**config.mk**
```make
export PLATFORM = sky130hd
export DESIGN_NAME = exe_mem_stage_flat
export DESIGN_NICKNAME = d
export VERILOG_FILES = /design/src/rtl/pipe_pkg.sv /design/src/rtl/exe_mem_if.sv /design/src/rtl/seq_multiplier.sv /design/src/rtl/exe_mem_stage.sv /design/src/flat_wrapper.sv
export SDC_FILE = /design/constraint.sdc
export NUM_CORES = 1
export LEC_CHECK = 0
export CAP_MARGIN = 5
export CORE_MARGIN = 2
export CORE_UTILIZATION = 56
export DETAILED_ROUTE_END_ITERATION = 12
export PLACE_DENSITY = 0.87
export SLEW_MARGIN = 15
export SYNTH_ARGS = -nofsm -noshare
export SYNTH_HDL_FRONTEND = slang
export SYNTH_SLANG_ARGS = --single-unit
```
**constraint.sdc**
```tcl
create_clock -name clk -period 6.5 [get_ports clk]
set_input_delay 1.3 -clock clk [delete_from_list [all_inputs] [get_ports clk]]
set_output_delay 1.3 -clock clk [all_outputs]
set_load 0.05 [all_outputs]
```
**src/rtl/pipe_pkg.sv**
```systemverilog
// Shared definitions for the 16-bit five-stage pipeline.
// Holds the datapath widths, the ALU opcode encoding and the state
// encoding of the execute-stage multiply sequencer.
package pipe_pkg;

    localparam int DSIZE = 16;
    localparam int ISIZE = 16;
    localparam int ASIZE = 4;

    localparam logic [3:0] OP_ADD = 4'd0;
    localparam logic [3:0] OP_SUB = 4'd1;
    localparam logic [3:0] OP_AND = 4'd2;
    localparam logic [3:0] OP_OR  = 4'd3;
    localparam logic [3:0] OP_XOR = 4'd4;
    localparam logic [3:0] OP_SLL = 4'd5;
    localparam logic [3:0] OP_SRL = 4'd6;
    localparam logic [3:0] OP_MUL = 4'd7;
    localparam logic [3:0] OP_LW  = 4'd8;
    localparam logic [3:0] OP_SW  = 4'd9;
    localparam logic [3:0] OP_BEQ = 4'd10;

    typedef enum logic [1:0] {
        ST_IDLE = 2'd0,
        ST_BUSY = 2'd1,
        ST_DONE = 2'd2
    } mul_state_t;

endpackage

```
**src/rtl/exe_mem_if.sv**
```systemverilog
// ID/EXE -> EX/MEM boundary of the pipeline.
// Carries the decoded operands and control into the execute stage and the
// registered EX/MEM values plus the upstream stall back out.
//   master : upstream side (drives the *_in signals, observes the *_out ones)
//   slave  : the execute stage itself
interface exe_mem_if;
    import pipe_pkg::*;

    logic [DSIZE-1:0] rdata1_in;
    logic [DSIZE-1:0] rdata2_in;
    logic [DSIZE-1:0] imm_in;
    logic [3:0]       opcode_in;
    logic             alusrc_in;
    logic [ASIZE-1:0] waddr_in;
    logic             branch_in;
    logic             memRead_in;
    logic             memWrite_in;
    logic             memtoReg_in;
    logic             wen_in;
    logic [ISIZE-1:0] pc_in;

    logic [DSIZE-1:0] alu_result_out;
    logic [DSIZE-1:0] store_data_out;
    logic [ASIZE-1:0] waddr_out;
    logic             memRead_out;
    logic             memWrite_out;
    logic             memtoReg_out;
    logic             wen_out;
    logic             branch_taken_out;
    logic [ISIZE-1:0] branch_target_out;
    logic             stall_out;

    modport master (
        output rdata1_in, rdata2_in, imm_in, opcode_in, alusrc_in, waddr_in,
               branch_in, memRead_in, memWrite_in, memtoReg_in, wen_in, pc_in,
        input  alu_result_out, store_data_out, waddr_out, memRead_out,
               memWrite_out, memtoReg_out, wen_out, branch_taken_out,
               branch_target_out, stall_out
    );

    modport slave (
        input  rdata1_in, rdata2_in, imm_in, opcode_in, alusrc_in, waddr_in,
               branch_in, memRead_in, memWrite_in, memtoReg_in, wen_in, pc_in,
        output alu_result_out, store_data_out, waddr_out, memRead_out,
               memWrite_out, memtoReg_out, wen_out, branch_taken_out,
               branch_target_out, stall_out
    );

endinterface

```
**src/rtl/seq_multiplier.sv**
```systemverilog
// Shift-add multiplier producing the low DSIZE bits of a x b.
// Ports:
//   clk, rst : clock and synchronous active-high reset
//   start    : latch a/b, clear the step counter and begin
//   a, b     : operands, sampled on start
//   busy     : a multiply is in progress (one step per cycle)
//   done     : high during the final step; product is valid after that edge
//   product  : accumulated product
module seq_multiplier
    import pipe_pkg::*;
(
    input  logic             clk,
    input  logic             rst,
    input  logic             start,
    input  logic [DSIZE-1:0] a,
    input  logic [DSIZE-1:0] b,
    output logic             busy,
    output logic             done,
    output logic [DSIZE-1:0] product
);

    logic [DSIZE-1:0] mcand;
    logic [DSIZE-1:0] mplier;
    logic [DSIZE-1:0] acc;
    logic [3:0]       count;
    logic             running;

    // Each step adds the shifted multiplicand when the current multiplier
    // bit is set; 16 steps cover every bit, truncation gives the low half.
    always_ff @(posedge clk) begin
        if (rst) begin
            mcand   <= '0;
            mplier  <= '0;
            acc     <= '0;
            count   <= '0;
            running <= 1'b0;
        end else if (start) begin
            mcand   <= a;
            mplier  <= b;
            acc     <= '0;
            count   <= '0;
            running <= 1'b1;
        end else if (running) begin
            acc    <= acc + (mplier[0] ? mcand : '0);
            mcand  <= mcand << 1;
            mplier <= mplier >> 1;
            count  <= count + 4'd1;
            if (count == 4'd15) begin
                running <= 1'b0;
            end
        end
    end

    assign busy    = running;
    assign done    = running && (count == 4'd15);
    assign product = acc;

endmodule

```
**src/rtl/exe_mem_stage.sv**
```systemverilog
// Execute stage plus EX/MEM pipeline register.
// Computes the ALU result / memory address and branch decision from the
// ID/EXE values and registers them with the MEM/WB control. MUL runs on a
// 16-step shift-add unit while stall_out freezes the upstream stages and
// the EX/MEM register takes bubbles.
// Ports:
//   clk, rst : clock and synchronous active-high reset
//   bus      : exe_mem_if slave (ID/EXE inputs, EX/MEM outputs, stall_out)
module exe_mem_stage
    import pipe_pkg::*;
(
    input  logic       clk,
    input  logic       rst,
    exe_mem_if.slave   bus
);

    mul_state_t       state;
    mul_state_t       next_state;
    logic             valid_mul;
    logic             mul_start;
    logic             mul_busy;
    logic             mul_done;
    logic [DSIZE-1:0] mul_product;
    logic             load_bubble;
    logic             use_product;
    logic [DSIZE-1:0] op_b;
    logic [DSIZE-1:0] alu_calc;
    logic             taken;
    logic [ISIZE-1:0] target;

    // Opcode 7 without a register write is not a multiply; it becomes a bubble.
    assign valid_mul = (bus.opcode_in == OP_MUL) && bus.wen_in;
    assign mul_start = (state == ST_IDLE) && valid_mul;
    assign op_b      = bus.alusrc_in ? bus.imm_in : bus.rdata2_in;

    seq_multiplier u_mul (
        .clk     (clk),
        .rst     (rst),
        .start   (mul_start),
        .a       (bus.rdata1_in),
        .b       (op_b),
        .busy    (mul_busy),
        .done    (mul_done),
        .product (mul_product)
    );

    always_ff @(posedge clk) begin
        if (rst) begin
            state <= ST_IDLE;
        end else begin
            state <= next_state;
        end
    end

    // DONE always returns to IDLE, so the still-held MUL is not restarted.
    // Leaving BUSY without a done pulse cannot happen in normal operation;
    // it only recovers the FSM if the multiplier ever stops early.
    always_comb begin
        next_state  = state;
        load_bubble = 1'b0;
        use_product = 1'b0;
        case (state)
            ST_IDLE: begin
                if (valid_mul) begin
                    next_state  = ST_BUSY;
                    load_bubble = 1'b1;
                end
            end
            ST_BUSY: begin
                load_bubble = 1'b1;
                if (mul_done) begin
                    next_state = ST_DONE;
                end else if (!mul_busy) begin
                    next_state = ST_IDLE;
                end
            end
            ST_DONE: begin
                use_product = 1'b1;
                next_state  = ST_IDLE;
            end
            default: begin
                next_state = ST_IDLE;
            end
        endcase
    end

    assign bus.stall_out = mul_start || (state == ST_BUSY);

    // Loads and stores add the immediate regardless of alusrc_in.
    always_comb begin
        alu_calc = '0;
        case (bus.opcode_in)
            OP_ADD:        alu_calc = bus.rdata1_in + op_b;
            OP_SUB:        alu_calc = bus.rdata1_in - op_b;
            OP_AND:        alu_calc = bus.rdata1_in & op_b;
            OP_OR:         alu_calc = bus.rdata1_in | op_b;
            OP_XOR:        alu_calc = bus.rdata1_in ^ op_b;
            OP_SLL:        alu_calc = bus.rdata1_in << op_b[3:0];
            OP_SRL:        alu_calc = bus.rdata1_in >> op_b[3:0];
            OP_LW, OP_SW:  alu_calc = bus.rdata1_in + bus.imm_in;
            default:       alu_calc = '0;
        endcase
    end

    assign taken  = bus.branch_in && (bus.rdata1_in == bus.rdata2_in);
    assign target = taken ? (bus.pc_in + ISIZE'(1) + bus.imm_in) : '0;

    always_ff @(posedge clk) begin
        if (rst || load_bubble || ((bus.opcode_in == OP_MUL) && !bus.wen_in)) begin
            bus.alu_result_out    <= '0;
            bus.store_data_out    <= '0;
            bus.waddr_out         <= '0;
            bus.memRead_out       <= 1'b0;
            bus.memWrite_out      <= 1'b0;
            bus.memtoReg_out      <= 1'b0;
            bus.wen_out           <= 1'b0;
            bus.branch_taken_out  <= 1'b0;
            bus.branch_target_out <= '0;
        end else begin
            bus.alu_result_out    <= use_product ? mul_product : alu_calc;
            bus.store_data_out    <= bus.rdata2_in;
            bus.waddr_out         <= bus.waddr_in;
            bus.memRead_out       <= bus.memRead_in;
            bus.memWrite_out      <= bus.memWrite_in;
            bus.memtoReg_out      <= bus.memtoReg_in;
            bus.wen_out           <= bus.wen_in;
            bus.branch_taken_out  <= taken;
            bus.branch_target_out <= target;
        end
    end

endmodule

```
**src/flat_wrapper.sv**
```systemverilog
// flat-port wrapper written by rule: the top's interface ports become plain ports
module exe_mem_stage_flat import pipe_pkg::*;
  (clk, rst, bus_rdata1_in, bus_rdata2_in, bus_imm_in, bus_opcode_in, bus_alusrc_in, bus_waddr_in, bus_branch_in, bus_memRead_in, bus_memWrite_in, bus_memtoReg_in, bus_wen_in, bus_pc_in, bus_alu_result_out, bus_store_data_out, bus_waddr_out, bus_memRead_out, bus_memWrite_out, bus_memtoReg_out, bus_wen_out, bus_branch_taken_out, bus_branch_target_out, bus_stall_out);
  exe_mem_if bus_i ();
  input  logic clk;
  input  logic rst;
  input wire logic [$bits(bus_i.rdata1_in)-1:0] bus_rdata1_in;
  input wire logic [$bits(bus_i.rdata2_in)-1:0] bus_rdata2_in;
  input wire logic [$bits(bus_i.imm_in)-1:0] bus_imm_in;
  input wire logic [$bits(bus_i.opcode_in)-1:0] bus_opcode_in;
  input wire logic [$bits(bus_i.alusrc_in)-1:0] bus_alusrc_in;
  input wire logic [$bits(bus_i.waddr_in)-1:0] bus_waddr_in;
  input wire logic [$bits(bus_i.branch_in)-1:0] bus_branch_in;
  input wire logic [$bits(bus_i.memRead_in)-1:0] bus_memRead_in;
  input wire logic [$bits(bus_i.memWrite_in)-1:0] bus_memWrite_in;
  input wire logic [$bits(bus_i.memtoReg_in)-1:0] bus_memtoReg_in;
  input wire logic [$bits(bus_i.wen_in)-1:0] bus_wen_in;
  input wire logic [$bits(bus_i.pc_in)-1:0] bus_pc_in;
  output wire logic [$bits(bus_i.alu_result_out)-1:0] bus_alu_result_out;
  output wire logic [$bits(bus_i.store_data_out)-1:0] bus_store_data_out;
  output wire logic [$bits(bus_i.waddr_out)-1:0] bus_waddr_out;
  output wire logic [$bits(bus_i.memRead_out)-1:0] bus_memRead_out;
  output wire logic [$bits(bus_i.memWrite_out)-1:0] bus_memWrite_out;
  output wire logic [$bits(bus_i.memtoReg_out)-1:0] bus_memtoReg_out;
  output wire logic [$bits(bus_i.wen_out)-1:0] bus_wen_out;
  output wire logic [$bits(bus_i.branch_taken_out)-1:0] bus_branch_taken_out;
  output wire logic [$bits(bus_i.branch_target_out)-1:0] bus_branch_target_out;
  output wire logic [$bits(bus_i.stall_out)-1:0] bus_stall_out;
  assign bus_i.rdata1_in = bus_rdata1_in;
  assign bus_i.rdata2_in = bus_rdata2_in;
  assign bus_i.imm_in = bus_imm_in;
  assign bus_i.opcode_in = bus_opcode_in;
  assign bus_i.alusrc_in = bus_alusrc_in;
  assign bus_i.waddr_in = bus_waddr_in;
  assign bus_i.branch_in = bus_branch_in;
  assign bus_i.memRead_in = bus_memRead_in;
  assign bus_i.memWrite_in = bus_memWrite_in;
  assign bus_i.memtoReg_in = bus_memtoReg_in;
  assign bus_i.wen_in = bus_wen_in;
  assign bus_i.pc_in = bus_pc_in;
  assign bus_alu_result_out = bus_i.alu_result_out;
  assign bus_store_data_out = bus_i.store_data_out;
  assign bus_waddr_out = bus_i.waddr_out;
  assign bus_memRead_out = bus_i.memRead_out;
  assign bus_memWrite_out = bus_i.memWrite_out;
  assign bus_memtoReg_out = bus_i.memtoReg_out;
  assign bus_wen_out = bus_i.wen_out;
  assign bus_branch_taken_out = bus_i.branch_taken_out;
  assign bus_branch_target_out = bus_i.branch_target_out;
  assign bus_stall_out = bus_i.stall_out;
  exe_mem_stage u_core (.clk(clk), .rst(rst), .bus(bus_i));
endmodule
```
==> results of run 1 <==
[metrics by stage]
step           instances  hold slack, ns  utilization  cell area, sq um  setup WS [ns]
2_1_floorplan       1173          0.4526            -              9319          1.097
3_3_place_gp        1472          0.4746       0.6606             10840         0.7920
5_1_grt             1488          0.5166       0.6786             11130         0.6395
4_1_cts             1488          0.4842       0.6786             11130          1.078
6_report            1488          0.4885       0.6786             11130         0.9736
3_5_place_dp        1472          0.4730       0.6606             10840         0.6922
[area by class of cell]
class                      instances  area, sq um  share of cell area
clock inverter                     6        57.56            0.005169
clock buffer                      10        239.0             0.02146
tap                              220        275.3             0.02472
inverter                          55        206.4             0.01854
multi-input combinational        931         6614              0.5940
sequential                       112         2243              0.2015
timing repair buffer             154         1499              0.1346
[worst paths after layout]
kind | depth (start not counted) | from | to
worst max-delay path | 15 | bus_alusrc_in | u_core.bus.alu_result_out[15]$_SDFF_PP0_
worst max register to register | 11 | u_core.u_mul.mplier[0]$_SDFFE_PP0P_ | u_core.u_mul.product[12]$_SDFFE_PP0P_
worst min register to register | 2 | u_core.u_mul.busy$_SDFF_PP0_ | u_core.state[1]$_SDFFE_PP0P_
worst min-delay path | 2 | u_core.u_mul.busy$_SDFF_PP0_ | u_core.state[1]$_SDFFE_PP0P_
[sequential cells by signal (all words and copies together), names as in the netlist]
signal and flops:
u_core.bus.alu_result_out 16, u_core.bus.branch_taken_out 1, u_core.bus.branch_target_out 16, u_core.bus.memRead_out 1, u_core.bus.memWrite_out 1, u_core.bus.memtoReg_out 1
u_core.bus.store_data_out 16, u_core.bus.waddr_out 4, u_core.bus.wen_out 1, u_core.state 2, u_core.u_mul.busy 1, u_core.u_mul.count 4
u_core.u_mul.mcand 16, u_core.u_mul.mplier 16, u_core.u_mul.product 16
[cells in the mapped netlist (13+ instances only)]
cell,instances
nor2_1,126
dfxtp_1,112
mux2i_1,100
nand2_1,86
ha_1,83
clkbuf_1,59
a21oi_1,58
o21ai_0,55
a211oi_1,53
inv_1,53
xnor2_1,47
and2_1,44
nor3_1,38
nand3_1,17
xor2_1,13
[power breakdown]
part	switching, mW	internal, mW
clock network	0.288	0.281
registers	0.00932	0.705
logic	0.390	0.252
[worst max-delay path, cell delays in order]
cell and delay (ns):
clkdlybuf4s50_1 0.78, buf_4 0.41, mux2i_1 0.36, inv_1 0.15, or3_1 0.40, xnor2_1 0.15
o21ai_0 0.16, ha_1 0.29, a2111oi_0 0.60, inv_1 0.09, o21ai_0 0.40, a211oi_1 0.17
o2111a_1 0.27, mux2i_1 0.13, o21ai_1 0.08
[metal layers]
metal  global-route usage  routed length [um]  up-vias
met5                    0                   0        -
met4               0.1947                1623        0
met3              0.08697                3216      141
met2               0.5351               13640      521
met1               0.4545               12850     4486
li1                     -                   -     4422
[kinds of logic after synthesis]
logic type | Yosys count | share of synthesized area
muxes | 110 | 0.1198
DFF | 112 | 0.2406
AOI/OAI and AO/OA | 286 | 0.2065
buffers and inverters | 130 | 0.05451
xor gates and xnor gates | 60 | 0.05639
and+or+nand+nor | 389 | 0.2043
adders and majority gates | 86 | 0.1179
==> impl_metrics.yaml, run 1 <==
sta:
  rsz0062_at_grt: "false"
  min_period_ns: 5.526
  fmax_ghz: 0.1809
  worst_slew_pin_slew_ns: 1.007
  slew_violations: 0
  final-hold-violation-count: 0
  clock_skew_ns: 0.006312
  max_slew_margin: 0.3256
  fin_setup_tns_ns: 0
  period_share: 0.8502
  setup_viol: 0
power:
  p_leak_nw: 4.438
  power_mw: 1.925
  p_per_area_nw_per_um2: 172.9
  peakVddDrop_v: 0.0001405
clock_network:
  htree_levels: 3
  cts_tree: "done"
  cts_setup_buffers: 0
  clockBufferDepth: 2
  cts.sinks: 112
  cts_hold_buf: 0
  clockRootBuffer: "clkbuf_16"
  clk_latency_ns: 0.37
  clk_pin_slew_ns: 0.08
  cts_resized: 0
  numCtsBuffers: 9
layout:
  area_growth_pct: 19.48
  fillers: 1330
  final_common_cell: "clkdlybuf4s50_1"
  mostFrequentLayoutCells: "clkdlybuf4s50_1, nor2_1, dfxtp_1"
  antennaDiodeCount: 0
  drive_gt1_frac: 0.05047
  final_nets: 1429
detailed_routing:
  drtPass1Iterations: 6
  num_vias: 9570
  wire_per_inst_um: 21.05
  first_iter_violations: 1236
  postRouteAntennaNets: 0
  wl_um: 31330
  drc: 0
  viasPerCell: 6.431
global_route:
  antenna_found_initial: 0
  gr-usage-all-layers: 0.3510
  grt_max_degree: 65
  grt_pass1_vias: 9151
  overflow: 0
  grt_pass1_wl_um: 49050
yosys:
  synth_top_area_cell: "dfxtp_1"
  synthCells: 1173
  async_flop_share: 0
  yosysTopAreaCellShare: 0.2406
  synth_fp_nets: 1339
  syn_area_sq_um: 9319
  ys_types: 77
  ys_ff_latch: 112
  synth-main-ff-cell: "dfxtp_1"
  ys_warn_count: 0
  synth_edf_count: 0
  synthTopCellsByArea: "dfxtp_1, ha_1, mux2i_1"
  yosysSeqAreaShare: 0.2406
  postSynthAreaPerCell_sq_um: 7.945
critical_path:
  startpoint_type: "primary input"
  endpoint_kind: "register"
  rrSetupSlack_ns: 3.19
  required_ns: 6.74
  crit_path_max_fanout: 29
  arrival_ns: 5.76
  crit_type: "primary input to register"
floorplanning:
  io_pins: 138
  core_area_sq_um: 16410
  start_util: 0.5680
  fp.dieArea_sq_um: 17690
  die_w_um: 133
  placementRows: 47
  die_h_um: 133
place:
  gp_congestion: 1.079
  place.detailed.hpwl_um: 23580
  io_buffers: 137
hold_path:
  hold_class: "register to register"
outcome:
  status: "finished, final reports clean"
job:
  max_cap_viol_count: 0
No activity file was read; power rests on OpenSTA's default activity.
==> run 2: changes to the inputs <==
--- a/config.mk
+++ b/config.mk
@@ -7,9 +7,9 @@
 export LEC_CHECK = 0
 export CAP_MARGIN = 5
 export CORE_MARGIN = 2
-export CORE_UTILIZATION = 56
+export CORE_UTILIZATION = 50
 export DETAILED_ROUTE_END_ITERATION = 12
-export PLACE_DENSITY = 0.87
+export PLACE_DENSITY = 0.8
 export SLEW_MARGIN = 15
 export SYNTH_ARGS = -nofsm -noshare
 export SYNTH_HDL_FRONTEND = slang
==> constraint.sdc (replaced) <==
create_clock -name clk -period 6.5 [get_ports clk]
set_input_delay 1.3 -clock clk [delete_from_list [all_inputs] [get_ports clk]]
set_output_delay 1.3 -clock clk [all_outputs]
set_load 0.1 [all_outputs]
==> run 2 against run 1 <==
  * Non-clock buffer count grew 2
  * Critical path type unchanged
  * Clock power is essentially flat
  * Clock skew grew 0.0026 ns
==> impl_metrics.yaml, run 2 (synthesis gave the netlist of run 1 again) <==
layout:
  antennaDiodeCount: 0
  final_common_cell: "clkdlybuf4s50_1"
  mostFrequentLayoutCells: "clkdlybuf4s50_1, nor2_1, dfxtp_1"
  fillers: 1690
  drive_gt1_frac: 0.05197
  final_nets: 1431
  area_growth_pct: 19.70
global_route:
  antenna_found_initial: 0
  grt_pass1_wl_um: 49610
  grt_max_degree: 65
  overflow: 0
  gr-usage-all-layers: 0.3202
  grt_pass1_vias: 8771
clock_network:
  clockRootBuffer: "clkbuf_16"
  cts_hold_buf: 0
  numCtsBuffers: 9
  cts.sinks: 112
  clk_pin_slew_ns: 0.08
  clockBufferDepth: 2
  cts_setup_buffers: 0
  clk_latency_ns: 0.37
  htree_levels: 3
  cts_resized: 0
  cts_tree: "done"
hold_path:
  worst_hold_path.num_cells: 2
  hold_class: "register to register"
  min_from: "u_core.u_mul.product[5]$_SDFFE_PP0P_"
  min_to: "u_core.bus.alu_result_out[5]$_SDFF_PP0_"
detailed_routing:
  num_vias: 9291
  postRouteAntennaNets: 0
  drtPass1Iterations: 6
  wire_per_inst_um: 21.12
  first_iter_violations: 898
  wl_um: 31660
  viasPerCell: 6.198
  drc: 0
sta:
  min_period_ns: 5.480
  clock_skew_ns: 0.008914
  max_slew_margin: 0.2702
  worst_slew_pin_slew_ns: 1.088
  final-hold-violation-count: 0
  fmax_ghz: 0.1825
  slew_violations: 0
  rsz0062_at_grt: "false"
  fin_setup_tns_ns: 0
  setup_viol: 0
  period_share: 0.8431
power:
  p_leak_nw: 4.450
  peakVddDrop_v: 0.0001345
  p_per_area_nw_per_um2: 177.8
  power_mw: 1.984
floorplanning:
  fp.dieArea_sq_um: 19750
  core_area_sq_um: 18150
  die_w_um: 140.5
  die_h_um: 140.5
  placementRows: 49
  io_pins: 138
  start_util: 0.5135
critical_path:
  timing.rr.end: "u_core.u_mul.product[12]$_SDFFE_PP0P_"
  crit_path_max_fanout: 34
  regToRegStartpoint: "u_core.u_mul.mplier[0]$_SDFFE_PP0P_"
  endpoint_kind: "register"
  arrival_ns: 5.73
  required_ns: 6.75
  startpoint_type: "primary input"
  crit_type: "primary input to register"
  reg2regPathDepth: 11
  rrSetupSlack_ns: 3.22
place:
  place.detailed.hpwl_um: 24180
  gp_congestion: 0.9841
  io_buffers: 137
outcome:
  status: "finished, final reports clean"
job:
  max_cap_viol_count: 0
run 2: where the power goes:
part | switching [mW] | total (mW) | internal [mW]
logic | 0.447 | 0.699 | 0.252
clock network | 0.291 | 0.571 | 0.280
registers | 0.00847 | 0.714 | 0.705
run 2: critical path, stage by stage:
cell,delay (ns)
clkdlybuf4s50_1,0.61
buf_4,0.42
mux2i_1,0.39
inv_1,0.17
or3_1,0.41
xnor2_1,0.15
o21ai_0,0.16
ha_1,0.30
a2111oi_0,0.69
inv_1,0.09
o21ai_0,0.39
a211oi_1,0.16
o2111a_1,0.26
mux2i_1,0.13
o21ai_1,0.08
run 2: worst max-delay path by stage:
stage / startpoint / end / slack [ns] / cells past startpoint
after detailed placement: bus_alusrc_in / u_core.bus.alu_result_out[15]$_SDFF_PP0_ / 0.76 / 15
after CTS: bus_alusrc_in / u_core.bus.alu_result_out[15]$_SDFF_PP0_ / 1.14 / 15
after floorplan: bus_alusrc_in / u_core.bus.alu_result_out[11]$_SDFF_PP0_ / 1.10 / 19
final: bus_alusrc_in / u_core.bus.alu_result_out[15]$_SDFF_PP0_ / 1.02 / 15
after global placement: bus_alusrc_in / u_core.bus.alu_result_out[15]$_SDFF_PP0_ / 0.90 / 15
after global routing: bus_alusrc_in / u_core.bus.alu_result_out[15]$_SDFF_PP0_ / 0.72 / 15
run 2: routing by layer:
metal,up-vias,part of all wire,wire [um],GRT usage
met5,-,0,0,0
met3,79,0.095,3018,0.07829
li1,4409,-,-,-
met1,4344,0.43,13730,0.4288
met2,459,0.44,13990,0.5134
met4,0,0.029,910,0.09421
run 2: per-stage QoR:
stage / std cells / setup WS [ns] / utilization / instance area, sq um / hold slack [ns]
2_1_floorplan: 1173 / 1.097 / - / 9319 / 0.4526
3_3_place_gp: 1483 / 0.9016 / 0.5982 / 10860 / 0.4859
3_5_place_dp: 1483 / 0.7645 / 0.5982 / 10860 / 0.4839
4_1_cts: 1499 / 1.143 / 0.6147 / 11150 / 0.4948
5_1_grt: 1499 / 0.7233 / 0.6147 / 11150 / 0.5189
6_report: 1499 / 1.020 / 0.6147 / 11150 / 0.4911
run 2: final cells by class:
cell class / instances / area (sq um) / share of cell area
Multi-Input combinational cell: 931 / 6609 / 0.5925
Sequential cell: 112 / 2243 / 0.2011
Timing Repair Buffer: 156 / 1511 / 0.1355
Tap cell: 229 / 286.5 / 0.02569
Clock buffer: 10 / 239.0 / 0.02142
Inverter: 55 / 206.4 / 0.01851
Clock inverter: 6 / 58.81 / 0.005272
==> run 3: changes to the inputs <==
==> constraint.sdc (replaced) <==
create_clock -name clk -period 5.15 [get_ports clk]
set_input_delay 1.03 -clock clk [delete_from_list [all_inputs] [get_ports clk]]
set_output_delay 1.03 -clock clk [all_outputs]
set_load 0.1 [all_outputs]
==> run 3 against run 2 <==
  * Register-to-register slack worse by 1.3 ns
  * Die area unchanged
  * Worst setup slack worse by 0.53 ns
  * Clock skew about the same
  * First-iteration DRC count up 2.4%
  * Largest power group unchanged
  * Non-clock buffer count up 32
  * Sequential power up 26%
  * Clock power up 19%
  * Routed wire length down 2.8%
  * Global-route usage down 1.1 points
==> impl_metrics.yaml, run 3 (synthesis gave the netlist of run 1 again) <==
power:
  switchingPower_mw: 0.9226
  seqPwrFrac: 0.363
  p_leak_nw: 4.597
  combPwrFrac: 0.363
  power_mw: 2.481
  p_per_area_nw_per_um2: 218.0
  peakVddDrop_v: 0.0001628
  clkPwrFrac: 0.273
  swShare: 0.3719
  p_int_mw: 1.558
floorplanning:
  start_util: 0.5135
  fp.dieArea_sq_um: 19750
  placementRows: 49
  die_w_um: 140.5
  core_area_sq_um: 18150
  die_h_um: 140.5
  io_pins: 138
hold_path:
  min_to: "u_core.bus.alu_result_out[5]$_SDFF_PP0_"
  min_from: "u_core.u_mul.product[5]$_SDFFE_PP0P_"
  hold_class: "register to register"
  worst_hold_path.num_cells: 2
clock_network:
  clk_latency_ns: 0.37
  clockBufferDepth: 2
  cts.sinks: 112
  cts_setup_buffers: 0
  clockRootBuffer: "clkbuf_16"
  cts_tree: "done"
  htree_levels: 3
  cts_resized: 0
  clk_pin_slew_ns: 0.08
  cts_hold_buf: 0
  numCtsBuffers: 9
global_route:
  antenna_found_initial: 0
  gr-usage-all-layers: 0.3090
  grt_max_degree: 65
  grt_pass1_vias: 8949
  grt_pass1_wl_um: 48620
  overflow: 0
critical_path:
  regToRegStartpoint: "u_core.u_mul.mplier[0]$_SDFFE_PP0P_"
  startpoint_type: "primary input"
  required_ns: 5.44
  endpoint_kind: "register"
  crit_type: "primary input to register"
  crit_path_max_fanout: 16
  rrSetupSlack_ns: 1.95
  timing.rr.end: "u_core.u_mul.product[12]$_SDFFE_PP0P_"
  arrival_ns: 4.95
  reg2regPathDepth: 11
sta:
  min_period_ns: 4.658
  fmax_ghz: 0.2147
  rsz0062_at_grt: "false"
  fin_setup_tns_ns: 0
  worst_slew_pin_slew_ns: 1.011
  period_share: 0.9044
  hold_ws_ns: 0.4921
  max_slew_margin: 0.3241
  clock_skew_ns: 0.009412
  slew_violations: 0
  final-hold-violation-count: 0
  setup_viol: 0
layout:
  area_growth_pct: 22.09
  antennaDiodeCount: 0
  final_common_cell: "clkdlybuf4s50_1"
  mostFrequentLayoutCells: "clkdlybuf4s50_1, nor2_1, dfxtp_1"
  final_nets: 1463
  drive_gt1_frac: 0.07385
outcome:
  status: "finished, final reports clean"
detailed_routing:
  drc: 0
  viasPerCell: 6.207
  wire_per_inst_um: 20.12
  drtPass1Iterations: 7
  num_vias: 9491
  first_iter_violations: 920
  postRouteAntennaNets: 0
  wl_um: 30770
place:
  io_buffers: 137
  place.detailed.hpwl_um: 23310
  gp_congestion: 1.028
job:
  max_cap_viol_count: 0
-- run 3: changes by cell type in the layout (fill, tap and decap cells not counted) --
cell | before | now
buf_12 | 0 | 1
buf_4 | 20 | 51
clkbuf_8 | 1 | 0
clkinv_2 | 0 | 1
clkinv_4 | 1 | 2
clkinv_8 | 1 | 0
clkinvlp_4 | 1 | 0
inv_6 | 3 | 1
inv_8 | 0 | 1
-- run 3: how the worst max path moves through the flow --
stage                             start                                       end  cells after the start
after floorplan           bus_alusrc_in  u_core.bus.alu_result_out[11]$_SDFF_PP0_                     19
final                     bus_alusrc_in  u_core.bus.alu_result_out[14]$_SDFF_PP0_                     12
after global routing      bus_alusrc_in  u_core.bus.alu_result_out[15]$_SDFF_PP0_                     17
after CTS                 bus_alusrc_in  u_core.bus.alu_result_out[15]$_SDFF_PP0_                     17
after detailed placement  bus_alusrc_in  u_core.bus.alu_result_out[15]$_SDFF_PP0_                     17
after global placement    bus_alusrc_in  u_core.bus.alu_result_out[15]$_SDFF_PP0_                     17
-- run 3: routing by layer --
layer  GRT usage  vias up  wire length (um)
met5           0        -                 0
met4      0.1132        0              1028
met3     0.08239       91              2983
met2      0.4794      464             13510
met1      0.4138     4461             13250
li1            -     4475                 -
-- run 3: critical path: stages --
cell and delay [ns]:
clkdlybuf4s50_1 0.59, buf_4 0.28, or4b_1 0.52, a222oi_1 0.56, xnor2_1 0.18, o221ai_1 0.18
ha_1 0.26, o41a_1 0.48, o22ai_1 0.27, o21ai_0 0.15, o32a_1 0.30, a31oi_1 0.16
-- run 3: power by group through the flow --
stage | logic (mW) | clock network, mW | registers, mW
after floorplan | 0.461 | 0 | 1.05
after global placement | 0.870 | 0 | 0.921
after detailed placement | 0.879 | 0 | 0.922
after CTS | 0.883 | 0.687 | 0.901
after global routing | 0.963 | 0.721 | 0.903
final | 0.901 | 0.678 | 0.901
-- run 3: metrics by stage --
step	area (sq um)	util	std cells	worst slack (ns)
2_1_floorplan	9319	-	1173	0.01715
3_3_place_gp	11110	0.6122	1515	0.2876
6_report	11380	0.6269	1529	0.4922
5_1_grt	11380	0.6269	1529	0.1933
4_1_cts	11380	0.6269	1529	0.5322
3_5_place_dp	11110	0.6122	1515	0.1523
-- run 3: cell type report --
type	count	area [sq um]
inverter	55	206.4
clock buffer	9	225.2
fill	1580	6770
clock inverter	5	42.54
tap	229	286.5
multi-input combinational	931	6609
timing repair buffer	188	1764
sequential	112	2243
